`src/rtl/mem_arbiter.sv`:
```
// Two-port (CPU priority, DMA) serialiser for the shared unified memory with fixed access latency.
// Define MEMARB_FAIRNESS_EN to bound DMA wait to MAX_BURST back-to-back CPU grants.
//
//   state | meaning
//   IDLE  | no transaction; arbitrate and latch winner's request
//   BUSY  | memory access in progress, MEM_LAT cycles
//   DONE  | one-cycle ack pulse to owner
`timescale 1ns/1ps
module mem_arbiter #(
  parameter int WIDTH     = 32,
  parameter int MEM_LAT   = 2,
  parameter int MAX_BURST = 4
) (
  input  logic             clk,
  input  logic             reset,
  input  logic             cpu_req,
  input  logic             cpu_we,
  input  logic [WIDTH-1:0] cpu_adr,
  input  logic [WIDTH-1:0] cpu_wd,
  output logic [WIDTH-1:0] cpu_rd,
  output logic             cpu_ack,
  output logic             cpu_stall,
  input  logic             dma_req,
  input  logic             dma_we,
  input  logic [WIDTH-1:0] dma_adr,
  input  logic [WIDTH-1:0] dma_wd,
  output logic [WIDTH-1:0] dma_rd,
  output logic             dma_ack,
  output logic             mem_we,
  output logic [WIDTH-1:0] mem_adr,
  output logic [WIDTH-1:0] mem_wd,
  input  logic [WIDTH-1:0] mem_rd,
  output logic             mem_owner
);

  typedef enum logic [1:0] {IDLE, BUSY, DONE} state_t;

  localparam int CW = (MEM_LAT > 1) ? $clog2(MEM_LAT) : 1;

  state_t        state;
  logic [CW-1:0] cnt;
  logic          lat_we;
  logic          grant_dma;

`ifdef MEMARB_FAIRNESS_EN
  localparam int SW = $clog2(MAX_BURST + 1);
  logic [SW-1:0] streak;

  always_comb begin
    grant_dma = dma_req & (~cpu_req | (streak == SW'(MAX_BURST)));
  end
`else
  logic unused_max_burst;
  assign unused_max_burst = (MAX_BURST != 0);

  always_comb begin
    grant_dma = dma_req & ~cpu_req;
  end
`endif

  assign cpu_stall = cpu_req & ~cpu_ack;

  always_ff @(posedge clk) begin
    if (reset) begin
      state     <= IDLE;
      cnt       <= '0;
      lat_we    <= 1'b0;
      cpu_ack   <= 1'b0;
      dma_ack   <= 1'b0;
      cpu_rd    <= '0;
      dma_rd    <= '0;
      mem_we    <= 1'b0;
      mem_adr   <= '0;
      mem_wd    <= '0;
      mem_owner <= 1'b0;
`ifdef MEMARB_FAIRNESS_EN
      streak    <= '0;
`endif
    end else begin
      case (state)
        IDLE: begin
          if (cpu_req | dma_req) begin
            mem_owner <= grant_dma;
            lat_we    <= grant_dma ? dma_we  : cpu_we;
            mem_we    <= grant_dma ? dma_we  : cpu_we;
            mem_adr   <= grant_dma ? dma_adr : cpu_adr;
            mem_wd    <= grant_dma ? dma_wd  : cpu_wd;
            cnt       <= CW'(MEM_LAT - 1);
            state     <= BUSY;
`ifdef MEMARB_FAIRNESS_EN
            // streak counts CPU wins only while DMA is actually waiting
            if (!grant_dma && dma_req) streak <= streak + SW'(1);
            else                       streak <= '0;
`endif
          end
        end
        BUSY: begin
          mem_we <= 1'b0;
          if (cnt == '0) begin
            if (!lat_we) begin
              if (mem_owner) dma_rd <= mem_rd;
              else           cpu_rd <= mem_rd;
            end
            if (mem_owner) dma_ack <= 1'b1;
            else           cpu_ack <= 1'b1;
            state <= DONE;
          end else begin
            cnt <= cnt - CW'(1);
          end
        end
        DONE: begin
          cpu_ack <= 1'b0;
          dma_ack <= 1'b0;
          state   <= IDLE;
        end
        default: state <= IDLE;
      endcase
    end
  end

endmodule

```
`config.mk`:
```
export PLATFORM = sky130hd
export DESIGN_NAME = mem_arbiter
export DESIGN_NICKNAME = d
export VERILOG_FILES = /design/src/rtl/mem_arbiter.sv
export SDC_FILE = /design/constraint.sdc
export NUM_CORES = 1
export LEC_CHECK = 0
export ABC_AREA = 1
export BUFFER_PORTS_ARGS = -buffer_cell sky130_fd_sc_hd__buf_2
export CAP_MARGIN = 0
export CORE_AREA = 2 2 117 119
export DETAILED_ROUTE_END_ITERATION = 8
export DIE_AREA = 0 0 119 121
export GPL_TIMING_DRIVEN = 0
export HOLD_SLACK_MARGIN = 0.08
export PLACE_DENSITY = 0.76
export SKIP_LAST_GASP = 1
export SLEW_MARGIN = 15
export SYNTH_ARGS = -nofsm -noshare
export SYNTH_HDL_FRONTEND = slang
export SYNTH_SLANG_ARGS = --single-unit
```
`constraint.sdc`:
```
create_clock -name clk -period 2.19 [get_ports clk]
set_input_delay 0.657 -clock clk [delete_from_list [all_inputs] [get_ports clk]]
set_output_delay 0.657 -clock clk [all_outputs]
set_load 0.1 [all_outputs]
```
==> results of run 1 <==
power by group through the flow:
stage	sequential, uW	clock [uW]	combinational [uW]
5_1_grt	2880	3080	3330
3_5_place_dp	2900	0	3150
3_3_place_gp	2900	0	3140
6_report	2860	2960	3150
4_1_cts	2850	2980	3160
2_1_floorplan	4630	0	770
cell families (layout without fill, tap and decap cells):
logic type	after synthesis	count (layout)	share of synthesized area
flops	136	136	0.452
buf+inv	109	439	0.0818
other cells	0	1	0
compound gates	71	71	0.0596
simple gates	612	612	0.407
final cells by class:
| type | instances | share of cell area |
|---|---|---|
| repair buffers | 298 | 0.178 |
| well taps | 176 | 0.0263 |
| flip-flops and latches | 136 | 0.326 |
| multi-input cells | 683 | 0.337 |
| plain buffers | 65 | 0.0392 |
| clock buffers | 24 | 0.0588 |
| diodes | 1 | 0.000299 |
| clock inverters | 8 | 0.0141 |
| inverters | 44 | 0.0198 |
worst reg2reg max path, delay by kind of cell, from the launching register on:
| family | cells | cell delay, ns |
|---|---|---|
| DFF | 1 | 0.33 |
| and+or+nand+nor | 4 | 0.49 |
| buffers and inverters | 2 | 0.69 |
layer usage:
metal	vias up	global-route usage	wire, microns
met5	-	0	13
met4	2	0.142	709
met3	49	0.0742	1490
met2	277	0.489	9510
met1	3056	0.295	7830
li1	3518	-	-
cells in the mapped netlist:
library cell	instances
a21oi_1	3
dfxtp_1	136
o21ai_2	1
nand4_1	33
nor2_4	2
nor2_1	263
inv_2	2
nor3_1	1
buf_1	5
clkbuf_1	15
nand2_1	272
o21ai_1	6
inv_1	42
o21ai_0	61
nand3_1	37
buf_2	34
nor2_2	4
buf_4	10
clkbuf_4	1
worst min path at each step:
stage                    start         end  slack, ns  depth (start not counted)
detailed placement  dma_rd[10]  dma_rd[10]       0.45                          2
global route        dma_rd[22]  dma_rd[22]       0.48                          2
global placement    dma_rd[10]  dma_rd[10]       0.44                          2
CTS                 dma_rd[10]  dma_rd[10]       0.47                          2
floorplan               lat_we      lat_we       0.44                          2
finish               dma_rd[5]   dma_rd[5]       0.46                          2
state kept, by name (all words and copies together), names as in the netlist:
| name | count |
|---|---|
| cnt | 1 |
| cpu_ack | 1 |
| cpu_rd | 32 |
| dma_ack | 1 |
| dma_rd | 32 |
| lat_we | 1 |
| mem_adr | 32 |
| mem_owner | 1 |
| mem_wd | 32 |
| mem_we | 1 |
| state | 2 |
metrics by stage:
step	power [uW]	utilization	hold WS, ns	cells	setup WS, ns
after global placement	6030	0.592	0.444	1402	0.145
after global routing	9300	0.639	0.480	1434	0.109
final	8960	0.639	0.460	1435	0.164
after floorplan	5400	-	0.438	928	0.224
after CTS	8990	0.639	0.466	1434	0.164
after detailed placement	6050	0.592	0.453	1402	0.131
==> metrics.csv, run 1 <==
stage,metric,value,unit
job,drv_cap,0,
timing,finalSetupTns,0,ns
grt,grt_first_pass_wirelength,31100,microns
cts,htreeDepth,4,
setup_path,required,1.53,ns
power_and_ir_drop,net-switching-power,3760,uW
layout,mostFrequentLayoutCells,"332 x buf_2, 272 x nand2_1, 262 x nor2_1",
logic_synthesis,ys_ff_latch,136,
worst_hold_path,min_path_type,reg -> reg,
logic_synthesis,synth_area_leaders,"dfxtp_1 45%, nand2_1 17%, nor2_1 16%",
layout,fin_nets,1411,
place,numPortBuffers,298,
cts,root_buffer,clkbuf_16,
grt,grt_max_degree,17,
routing,drcViolationCount,0,
timing,fin_skew,0.00579,ns
cts,clk_pin_slew_worst_paths,0.06,ns
setup_path,r2r_end,cpu_rd[14],
routing,viasPerCell,4.81,
timing,tightest_slew,0.545,ns
die,fp.coreArea,0.0131,sq mm
die,initial_core_util,0.461,
setup_path,worst-path-stages,4,
logic_synthesis,synth_area,0.00603,sq mm
cts,clk_latency,0.42,ns
timing,slew_viol_final,0,
grt,globalRouteOverflowTotal,0,
timing,hold_viol,0,
place,gp_congestion,0.868,
cts,cts_tree,yes,
setup_path,reg2reg_depth,6,
grt,antenna_found_initial,2,
setup_path,crit_family,buffers and inverters,
layout,layout_commonest_cell,buf_2,
setup_path,end_kind,primary output,
timing,relSlewSlack,0.639,
setup_path,criticalPathCategory,in -> out,
logic_synthesis,yosys.area.top_type,dfxtp_1,
cts,post-cts-setup-buffer-count,0,
power_and_ir_drop,p_per_area,1070,mW/mm^2
setup_path,slowest_delay,0.43,ns
setup_path,critical_path.startpoint,cpu_req,
status,status,"complete, no violations",
setup_path,endpoint,cpu_stall,
grt,grt_pass1_vias,6552,
setup_path,start_kind,primary input,
layout,area_growth,38.7,%
logic_synthesis,yosysWarnings,0,
timing,rsz0062_at_grt,false,
cts,clock_sinks,136,
layout,regArea,0.00272,sq mm
logic_synthesis,syn_area_per_cell,6.49,sq um
layout,multi_input_area,0.00282,sq mm
logic_synthesis,syn_inst,928,
power_and_ir_drop,ir_worst_vdd,0.599,mV
logic_synthesis,synth.yosys.seq_area_share,0.452,
die,io_pins,299,
power_and_ir_drop,combPwrFrac,0.351,
setup_path,path_max_fanout,4,
setup_path,rrSetupSlack,0.58,ns
timing,min_period_over_period,0.925,
timing,setup_viol_count_final,0,
layout,fillCellCount,1249,
die,die_y,121,microns
setup_path,crit_buf_inv,3,
cts,cts-resized-gates,0,
layout,design_area,0.00836,sq mm
die,dieArea,0.0144,sq mm
timing,min_period,2.03,ns
setup_path,crit_slowest_cell,buf_2,
routing,drt_pre_antenna_iters,5,
setup_path,crit_arrival,1.37,ns
setup_path,timing.rr.start,cnt,
power_and_ir_drop,seq_power_share,0.319,
power_and_ir_drop,p_int,5210,uW
layout,layout-drive-gt1-share,0.304,
routing,postRouteAntennaNets,0,
routing,totalWireLength,19600,microns
die,die_w,119,microns
routing,vias,6902,
place,dp_hpwl,14800,microns
routing,wl_per_cell,13.6,microns
place,dpl_cell_area,0.00775,sq mm
setup_path,crit_top_cell,buf_2,
timing,max_freq,0.493,GHz
cts,holdBufCountCts,0,
logic_synthesis,yosys.area.top_type_share,0.452,
logic_synthesis,yosysUniqueCellTypes,19,
logic_synthesis,synth_nets,1094,
die,rows,42,
power_and_ir_drop,clkPwrFrac,0.330,
power_and_ir_drop,p_leak,0.00464,uW
cts,cts_made_buffers,17,
grt,track_usage,0.273,
cts,max-clock-path-buffers,2,
power_and_ir_drop,switching_share,0.419,
setup_path,path_cells,buf_2 > inv_1 > nor2_4 > buf_2,
routing,drt_iter0_markers,483,
No activity file was read; power rests on OpenSTA's default activity.
==> run 2: changes to the inputs <==
Settings changed: CORE_AREA 2 2 117 119 to unset, CORE_ASPECT_RATIO set to 1.75, CORE_UTILIZATION set to 36, DIE_AREA 0 0 119 121 to unset, PLACE_DENSITY 0.76 to 0.61.
==> metrics.csv, run 2 (synthesis gave the netlist of run 1 again) <==
stage,metric,value,unit,change
power_and_ir_drop,p_per_area,1070,mW/mm^2,about the same
layout,fillCellCount,1783,,"was 1,249"
grt,antenna_found_initial,0,,was 2
cts,clk_latency,0.41,ns,was 0.42 ns
power_and_ir_drop,p_leak,0.00463,uW,was 0.00464 uW
timing,finalSetupTns,0,ns,unchanged
layout,area_growth,39.5,%,was 38.7%
place,numPortBuffers,298,,unchanged
power_and_ir_drop,combPwrFrac,0.351,,about the same
layout,mostFrequentLayoutCells,"332 x buf_2, 272 x nand2_1, 262 x nor2_1",,unchanged
routing,drcViolationCount,0,,unchanged
setup_path,crit_arrival,1.37,ns,about the same
timing,relSlewSlack,0.614,,was 0.639
timing,max_freq,0.492,GHz,was 0.493 GHz
timing,min_period_over_period,0.928,,was 0.925
die,fp.coreArea,0.0164,sq mm,was 0.0131 sq mm
status,status,"complete, no violations",,unchanged
cts,cts_made_buffers,17,,unchanged
layout,layout_commonest_cell,buf_2,,unchanged
worst_hold_path,min_path_type,reg -> reg,,unchanged
die,rows,62,,was 42
setup_path,crit_family,buffers and inverters,,unchanged
setup_path,start_kind,primary input,,unchanged
power_and_ir_drop,net-switching-power,3810,uW,was 3760 uW
cts,cts-resized-gates,0,,unchanged
routing,postRouteAntennaNets,0,,unchanged
setup_path,crit_top_cell,buf_2,,unchanged
power_and_ir_drop,switching_share,0.425,,was 0.419
place,gp_congestion,0.847,,was 0.868
power_and_ir_drop,p_total,8970,uW,was 8960 uW
setup_path,path_cells,buf_2 > inv_1 > nor2_4 > buf_2,,unchanged
cts,root_buffer,clkbuf_16,,unchanged
cts,cts_tree,yes,,unchanged
die,die_w,99.8,microns,was 119 microns
grt,track_usage,0.241,,was 0.273
cts,holdBufCountCts,0,,unchanged
timing,setup_viol_count_final,0,,unchanged
setup_path,required,1.53,ns,about the same
routing,viasPerCell,4.55,,was 4.81
die,die_y,173,microns,was 121 microns
die,dieArea,0.0173,sq mm,was 0.0144 sq mm
layout,fin_nets,1411,,unchanged
layout,multi_input_area,0.00282,sq mm,unchanged
setup_path,criticalPathCategory,in -> out,,unchanged
cts,clk_pin_slew_worst_paths,0.06,ns,about the same
setup_path,slowest_delay,0.43,ns,about the same
power_and_ir_drop,p_int,5150,uW,was 5210 uW
grt,grt_pass1_vias,6765,,"was 6,552"
power_and_ir_drop,seq_power_share,0.318,,was 0.319
timing,rsz0062_at_grt,false,,unchanged
grt,grt_max_degree,17,,unchanged
grt,globalRouteOverflowTotal,0,,unchanged
setup_path,path_max_fanout,4,,unchanged
routing,wl_per_cell,13.8,microns,was 13.6 microns
routing,drt_iter0_markers,223,,was 483
timing,slew_viol_final,0,,unchanged
grt,grt_first_pass_wirelength,32500,microns,"was 31,100 microns"
job,drv_cap,0,,unchanged
power_and_ir_drop,clkPwrFrac,0.331,,was 0.330
cts,max-clock-path-buffers,2,,unchanged
timing,hold_viol,0,,unchanged
cts,htreeDepth,4,,unchanged
setup_path,crit_slowest_cell,buf_2,,unchanged
timing,tightest_slew,0.579,ns,was 0.545 ns
place,dp_hpwl,16300,microns,"was 14,800 microns"
cts,clock_sinks,136,,unchanged
die,initial_core_util,0.368,,was 0.461
layout,layout-drive-gt1-share,0.305,,was 0.304
layout,final_core_util,0.514,,was 0.639
cts,post-cts-setup-buffer-count,0,,unchanged
layout,n_antenna_cell,0,,was 1
timing,min_period,2.03,ns,about the same
routing,drt_pre_antenna_iters,4,,was 5
timing,fin_skew,0.00821,ns,was 0.00579 ns
setup_path,end_kind,primary output,,unchanged
routing,totalWireLength,20500,microns,"was 19,600 microns"
power_and_ir_drop,ir_worst_vdd,0.496,mV,was 0.599 mV
die,io_pins,299,,unchanged
routing,vias,6742,,"was 6,902"
setup_path,crit_buf_inv,3,,unchanged
layout,regArea,0.00272,sq mm,unchanged
==> run 2: cell types whose count changed in the layout (fill, tap and decap cells not counted) <==
cell        previous run  this run
clkbuf_1              18        16
clkbuf_8               4         2
clkinv_2               4         3
clkinv_4               0         1
clkinvlp_4             1         2
diode_2                1         0
inv_6                  0         2
==> run 2: area by class of cell <==
cell class / count / share of cell area
multi-input cells: 683 / 0.335
well taps: 224 / 0.0333
plain buffers: 65 / 0.0390
flip-flops and latches: 136 / 0.324
repair buffers: 298 / 0.177
inverters: 44 / 0.0196
clock buffers: 20 / 0.0543
clock inverters: 11 / 0.0174
==> run 2: power groups by stage <==
| stage | registers, uW | clock network, uW | logic (uW) |
|---|---|---|---|
| after floorplan | 4630 | 0 | 770 |
| after global placement | 2890 | 0 | 3150 |
| after detailed placement | 2900 | 0 | 3170 |
| after CTS | 2850 | 3030 | 3170 |
| after global routing | 2880 | 3120 | 3350 |
| final | 2850 | 2970 | 3150 |
==> run 2: path summary, 6_finish.rpt <==
path,start,slack [ns],cells past startpoint,to
setup / recovery,cpu_req,0.16,4,cpu_stall
hold / removal,dma_rd[16],0.47,2,dma_rd[16]
hold reg to reg,dma_rd[16],0.47,2,dma_rd[16]
setup reg to reg,state[0],0.71,6,dma_rd[31]
==> run 2: metrics by stage <==
stage	cell area (sq um)	setup slack, ns	cells	hold slack (ns)
after floorplan	6030	0.224	928	0.438
after global placement	7810	0.163	1450	0.448
after detailed placement	7810	0.157	1450	0.454
after CTS	8410	0.155	1481	0.468
after global routing	8410	0.131	1481	0.483
final	8410	0.158	1481	0.466
==> run 2: worst reg2reg max path, stage by stage, from the launching register on <==
cell,delay [ns]
dfxtp_1,0.39
inv_2,0.07
nor2_4,0.21
clkbuf_1,0.40
nand4_1,0.17
nand2_1,0.10
nor2_1,0.05
==> run 2: metal layers <==
| layer | GRT usage | routed length, microns |
|---|---|---|
| met3 | 0.0622 | 1250 |
| met1 | 0.218 | 7350 |
| met2 | 0.483 | 11200 |
| met5 | 0 | 0 |
| met4 | 0.0980 | 653 |
